File: src/rtl/mips_pkg.sv
// Shared definitions for the mips_cpu front-end blocks: loader state
// encoding, memory geometry and the address helper used by the loader.
package mips_pkg;

  // Loader FSM encoding
  localparam logic [1:0] S_IDLE = 2'd0;
  localparam logic [1:0] S_LOAD = 2'd1;
  localparam logic [1:0] S_RUN  = 2'd2;
  localparam logic [1:0] S_DONE = 2'd3;

  // Data memory geometry
  localparam int WORD_BYTES      = 4;
  // Data-memory word holding the program's result
  localparam int RESULT_WORD_IDX = 3;

  // Byte address of word 'idx' relative to 'base'. The index is zero-extended
  // and shifted by two, so 8-bit indices never wrap inside the 32-bit space.
  function automatic logic [31:0] word_addr(input logic [31:0] base,
                                            input logic [7:0]  idx);
    return base + {22'd0, idx, 2'b00};
  endfunction

endpackage

File: src/rtl/cycle_down_counter.sv
// Loadable down counter with a zero flag. It saturates at zero, so holding
// en_i high after expiry is harmless.
module cycle_down_counter #(
  parameter int W = 16
) (
  input  logic         clk_i,
  input  logic         rst_ni,
  input  logic         load_i,
  input  logic [W-1:0] load_val_i,
  input  logic         en_i,
  output logic [W-1:0] count_o,
  output logic         zero_o
);

  logic [W-1:0] count_q;

  // Load takes priority over decrement; decrement stops at zero
  always_ff @(posedge clk_i or negedge rst_ni) begin
    if (!rst_ni) begin
      count_q <= '0;
    end else if (load_i) begin
      count_q <= load_val_i;
    end else if (en_i && (count_q != '0)) begin
      count_q <= count_q - 1'b1;
    end
  end

  assign count_o = count_q;
  assign zero_o  = (count_q == '0);

endmodule

File: src/rtl/dmem_loader.sv
// Writer-side front end for mips_cpu: holds the CPU in reset while a
// valid/ready stream is copied into data memory, then releases the CPU for
// a fixed number of cycles and re-asserts hold so the result stays stable.
//
// Stream handshake: a beat transfers on a rising edge where s_valid and
// s_ready are both 1. s_ready is a registered output, high only in LOAD;
// s_data/s_last are meaningful only while s_valid is 1, and s_valid is
// ignored whenever s_ready is 0.
module dmem_loader
  import mips_pkg::*;
#(
  parameter logic [31:0] BASE_ADDR  = 32'd0,
  parameter int          NUM_WORDS  = 3,
  parameter int          RUN_CYCLES = 32
) (
  input  logic        clock,
  input  logic        reset,
  input  logic        start,
  input  logic        s_valid,
  output logic        s_ready,
  input  logic [31:0] s_data,
  input  logic        s_last,
  output logic        dm_we,
  output logic [31:0] dm_addr,
  output logic [31:0] dm_wdata,
  output logic        cpu_hold,
  output logic        busy,
  output logic        done,
  output logic        err
);

  localparam logic [7:0]  LAST_IDX = 8'(NUM_WORDS - 1);
  localparam logic [15:0] RUN_LOAD = 16'(RUN_CYCLES);

  logic [1:0]  state_q, state_d;
  logic [7:0]  idx_q, idx_d;
  logic        s_ready_q, s_ready_d;
  logic        dm_we_q, dm_we_d;
  logic [31:0] dm_addr_q, dm_addr_d;
  logic [31:0] dm_wdata_q, dm_wdata_d;
  logic        cpu_hold_q, cpu_hold_d;
  logic        busy_q, busy_d;
  logic        done_q, done_d;
  logic        err_q, err_d;

  logic        accept;
  logic        last_beat;
  logic        start_ok;
  logic        at_last_idx;
  logic        cnt_zero;
  logic [15:0] cnt_value;

  assign start_ok    = start && ((state_q == S_IDLE) || (state_q == S_DONE));
  assign accept      = (state_q == S_LOAD) && s_valid && s_ready_q;
  assign at_last_idx = (idx_q == LAST_IDX);
  // The load ends on the NUM_WORDS-th beat or on s_last, whichever is first
  assign last_beat   = accept && (s_last || at_last_idx);

  // RUN budget: loaded on the final accept, counts down through RUN
  cycle_down_counter #(.W(16)) u_run_cnt (
    .clk_i      (clock),
    .rst_ni     (reset),
    .load_i     (last_beat),
    .load_val_i (RUN_LOAD),
    .en_i       (state_q == S_RUN),
    .count_o    (cnt_value),
    .zero_o     (cnt_zero)
  );

  // State register
  always_ff @(posedge clock or negedge reset) begin
    if (!reset) begin
      state_q <= S_IDLE;
    end else begin
      state_q <= state_d;
    end
  end

  // Next-state logic
  always_comb begin
    state_d = state_q;
    case (state_q)
      S_IDLE:  if (start_ok)  state_d = S_LOAD;
      S_LOAD:  if (last_beat) state_d = S_RUN;
      S_RUN:   if (cnt_zero)  state_d = S_DONE;
      S_DONE:  if (start_ok)  state_d = S_LOAD;
      default: state_d = S_IDLE;
    endcase
  end

  // Output and datapath next values; every output is registered from these
  always_comb begin
    s_ready_d  = (state_d == S_LOAD);
    busy_d     = (state_d == S_LOAD) || (state_d == S_RUN);
    done_d     = (state_d == S_DONE);
    // Hold stays high through the first RUN cycle so the last write lands
    // while the loader still owns the memory port.
    cpu_hold_d = !((state_q == S_RUN) && (state_d == S_RUN));
    dm_we_d    = accept;
    dm_addr_d  = accept ? word_addr(BASE_ADDR, idx_q) : dm_addr_q;
    dm_wdata_d = accept ? s_data : dm_wdata_q;

    idx_d = idx_q;
    if (start_ok) begin
      idx_d = 8'd0;
    end else if (accept) begin
      idx_d = idx_q + 8'd1;
    end

    // Framing error: s_last early, or the final word without s_last
    err_d = err_q;
    if (start_ok) begin
      err_d = 1'b0;
    end else if (accept && (s_last != at_last_idx)) begin
      err_d = 1'b1;
    end
  end

  // Registered outputs and word index
  always_ff @(posedge clock or negedge reset) begin
    if (!reset) begin
      idx_q      <= 8'd0;
      s_ready_q  <= 1'b0;
      dm_we_q    <= 1'b0;
      dm_addr_q  <= 32'd0;
      dm_wdata_q <= 32'd0;
      cpu_hold_q <= 1'b1;
      busy_q     <= 1'b0;
      done_q     <= 1'b0;
      err_q      <= 1'b0;
    end else begin
      idx_q      <= idx_d;
      s_ready_q  <= s_ready_d;
      dm_we_q    <= dm_we_d;
      dm_addr_q  <= dm_addr_d;
      dm_wdata_q <= dm_wdata_d;
      cpu_hold_q <= cpu_hold_d;
      busy_q     <= busy_d;
      done_q     <= done_d;
      err_q      <= err_d;
    end
  end

  assign s_ready  = s_ready_q;
  assign dm_we    = dm_we_q;
  assign dm_addr  = dm_addr_q;
  assign dm_wdata = dm_wdata_q;
  assign cpu_hold = cpu_hold_q;
  assign busy     = busy_q;
  assign done     = done_q;
  assign err      = err_q;

endmodule
File: config.mk
export PLATFORM = sky130hd
export DESIGN_NAME = dmem_loader
export DESIGN_NICKNAME = d
export VERILOG_FILES = /design/src/rtl/mips_pkg.sv /design/src/rtl/cycle_down_counter.sv /design/src/rtl/dmem_loader.sv
export SDC_FILE = /design/constraint.sdc
export NUM_CORES = 1
export LEC_CHECK = 0
export CORE_ASPECT_RATIO = 0.8
export CORE_UTILIZATION = 45
export DETAILED_ROUTE_END_ITERATION = 8
export HOLD_SLACK_MARGIN = 0.1
export PLACE_DENSITY = 0.78
export SLEW_MARGIN = 10
export SYNTH_ARGS = -nofsm -noshare
export SYNTH_HDL_FRONTEND = slang
export SYNTH_SLANG_ARGS = --single-unit
File: constraint.sdc
create_clock -name clock -period 3.1 [get_ports clock]
set_clock_uncertainty 0.2 [all_clocks]
set_input_delay 0.465 -clock clock [delete_from_list [all_inputs] [get_ports clock]]
set_output_delay 0.465 -clock clock [all_outputs]
set_load 0.01 [all_outputs]
==> out/results.ini <==
[run_status]
status = complete, no violations

[final_layout]
n_antenna_cell = 0
n_fill_cell = 583
layout.nets = 502
final_common_cell = nand2_1
regArea_mm2 = 0.00180
multi_input_area_mm2 = 0.00139
drive_gt1_frac = 0.0672
layout_common_cells = 129 x nand2_1, 81 x clkdlybuf4s50_1, 71 x dfrtp_1
layout.cells.non_filler = 548
syn_to_final_growth_pct = 30.8

[timing]
report.final.setup_viol = 0
min_period_ps = 2440
fmax_mhz = 409
setup_ws_ps = 658
slew_headroom = 0.411
post-route-period-util = 0.788
finalSetupTns_ps = 0
hold_viol_final = 0
rsz0062_at_grt = false
drv_slew = 0
worst_slew_pin_slew_ps = 884
hold_ws_ps = 275

[power_and_ir_drop]
ir_drop_uv = 265
leakagePower_nw = 2.10
power_per_cell_area_mw_per_mm2 = 431
power_mw = 1.91

[drt]
vias = 2737
drc_errors = 0
wire_per_inst_um = 12.8
wl_met1_mm = 3.36
postRouteAntennaNets = 0
first_iter_violations = 168
top_layer = met4
first_pass_iters = 4
wl_met2_mm = 3.20
vias_per_cell = 4.99
drt_wl_total_mm = 7.03
wl_met3_um = 418

[setup_path]
r2r.worst_path.cells = 6
r2r_slack_ps = 660
r2r_end = u_run_cnt.count_o[7]
cp_common_cell = or3_1
crit_type = register to register
cp.required_ps = 3160
cp_max_fo = 10
arrival_ps = 2500
worstSetupEndpointType = register
crit_chain = inv_1 -> ha_1 -> or3b_2 -> or3_1 -> or3_1 -> a21oi_1
critical_path.top_delay_family = simple AND/OR/NAND/NOR gates
r2r-start = state_q[0]
worstSetupStartpointType = register
critPathMaxStageDelay_ps = 540
critPathSlowestCell = or3b_2
worst-path-buf-inv = 1

[worst_hold_path]
holdPathEnd = dm_addr[3]
hold_depth = 2
hp-start = dm_addr[3]
hold_class = register to register

[clock_tree]
cts.sink_count = 72
cts_tree = done
cts_root_buf = clkbuf_8
clk_path_buf_depth = 2
clock_latency_ps = 340
htree_levels = 3
cts_buffers = 9
path_clk_slew_ps = 70

[logic_synthesis]
seq_area_frac_synth = 0.532
synth_area_leaders = dfrtp_1 52%, nand2_1 14%, buf_4 5.3%
yosysWarnings = 0
async_flop_share = 1.00
synth_ff_type = dfrtp_1
yosys.area.top_type = dfrtp_1
synth_xor_area_frac = 0.0129
synth_compound_area_frac = 0.0675
ys_types = 41
synth_top_area_share = 0.524
synth_edf_count = 0
synthMuxAreaShare = 0
syn_area_mm2 = 0.00339
synthAdderAreaFrac = 0.0332
avgSynthCellArea_um2 = 9.07
synth_top_family_by_area = simple AND/OR/NAND/NOR gates
ys_seq_elements = 72
syn-instance-count = 374
yosys.area_share.simple = 0.268

[placement]
place_congestion = 0.887
dpl.hpwl_mm = 4.66
dp.cells = 531
place_ws_ps = 687
port-buffer-count = 82

[floorplan]
row_count = 27
die_h_um = 79.7
io_pins = 107
core_mm2 = 0.00709
die_w_um = 99.1
initial_core_util = 0.478
die_area_mm2 = 0.00789

[grt]
antenna_found_initial = 0
track_usage = 0.190
grt_pass1_vias = 2448
gr-total-overflow = 0
grt_max_degree = 73
grt_pass1_wl_mm = 11.8

[flow_run]
max_cap_viol_count = 0

-- what timing repair did --
item / 4_1_cts / 5_1_grt
setup buffers: 0 / 0
endpoints found under the hold margin: 71 / 0
hold buffers: 1 / 0
gates resized for setup: 0 / 0
-- final cells by class --
class | count | area share
Clock buffer | 10 | 0.0288
Multi-Input combinational cell | 277 | 0.313
Timing Repair Buffer | 87 | 0.193
Sequential cell | 72 | 0.406
Tap cell | 87 | 0.0245
Clock inverter | 6 | 0.0262
Inverter | 9 | 0.00761
-- power by group --
part / switching [mW] / total, mW / internal [mW] / leakage [nW]
clock network: 0.352 / 0.893 / 0.541 / 0.121
registers: 0 / 0.939 / 0.939 / 0.931
logic: 0.0383 / 0.0795 / 0.0412 / 1.05
-- layer usage --
metal / global-route usage / vias up
met2: 0.291 / 108
li1: - / 1356
met5: 0 / -
met3: 0.0595 / 4
met1: 0.264 / 1269
met4: 0.0471 / 0
-- how the worst max path moves through the flow --
stage               start              endpoint  slack, ps  cells after the start
5_1_grt        state_q[0]  u_run_cnt.count_o[7]        550                      6
4_1_cts        state_q[0]  u_run_cnt.count_o[7]        670                      6
3_5_place_dp   state_q[0]  u_run_cnt.count_o[7]        690                      6
2_1_floorplan  state_q[0]  u_run_cnt.count_o[7]        880                      7
3_3_place_gp       s_last                  busy        740                      7
6_report       state_q[0]  u_run_cnt.count_o[7]        660                      6
-- cells in the mapped netlist, types with 2 or more instances --
cell type and number:
o21ai_0 12, buf_6 2, nand2_1 129, nand4_1 5, o31ai_1 3, nand3_1 9, or3b_2 2, nor3_1 5
and3_1 3, inv_1 8, buf_1 4, or3_1 9, nor2_1 15, dfrtp_1 71, clkbuf_1 8, xor2_1 3
ha_1 9, nor4_1 6, or4_1 5, a21oi_1 19, xnor2_1 2, or3_2 2, nor3b_1 2, buf_4 24
-- flip-flops by register name, summed over array words and instances (netlist names) --
signal	cells
dm_wdata	32
u_run_cnt.count_o	16
dm_addr	8
idx_q	8
state_q	2
busy	1
cpu_hold	1
dm_we	1
done	1
err	1
s_ready	1
-- worst min-delay path: stages, from the launching register on --
cell,delay [ps]
dfrtp_1,340
nand2_1,50
nand2_1,50
-- per-stage QoR --
stage	area (um^2)	util
after floorplan	3480	-
after global placement	4180	0.590
after detailed placement	4180	0.590
after CTS	4440	0.626
after global routing	4440	0.626
final	4440	0.626
-- kinds of logic after synthesis --
logic type	after synthesis
AO/OA/AOI/OAI	40
flip-flops	72
adder cells (fa/ha/maj)	9
XOR/XNOR	5
buffers and inverters	48
AND/OR/NAND/NOR	199
other	1
Power figures use the tool's default switching activity.
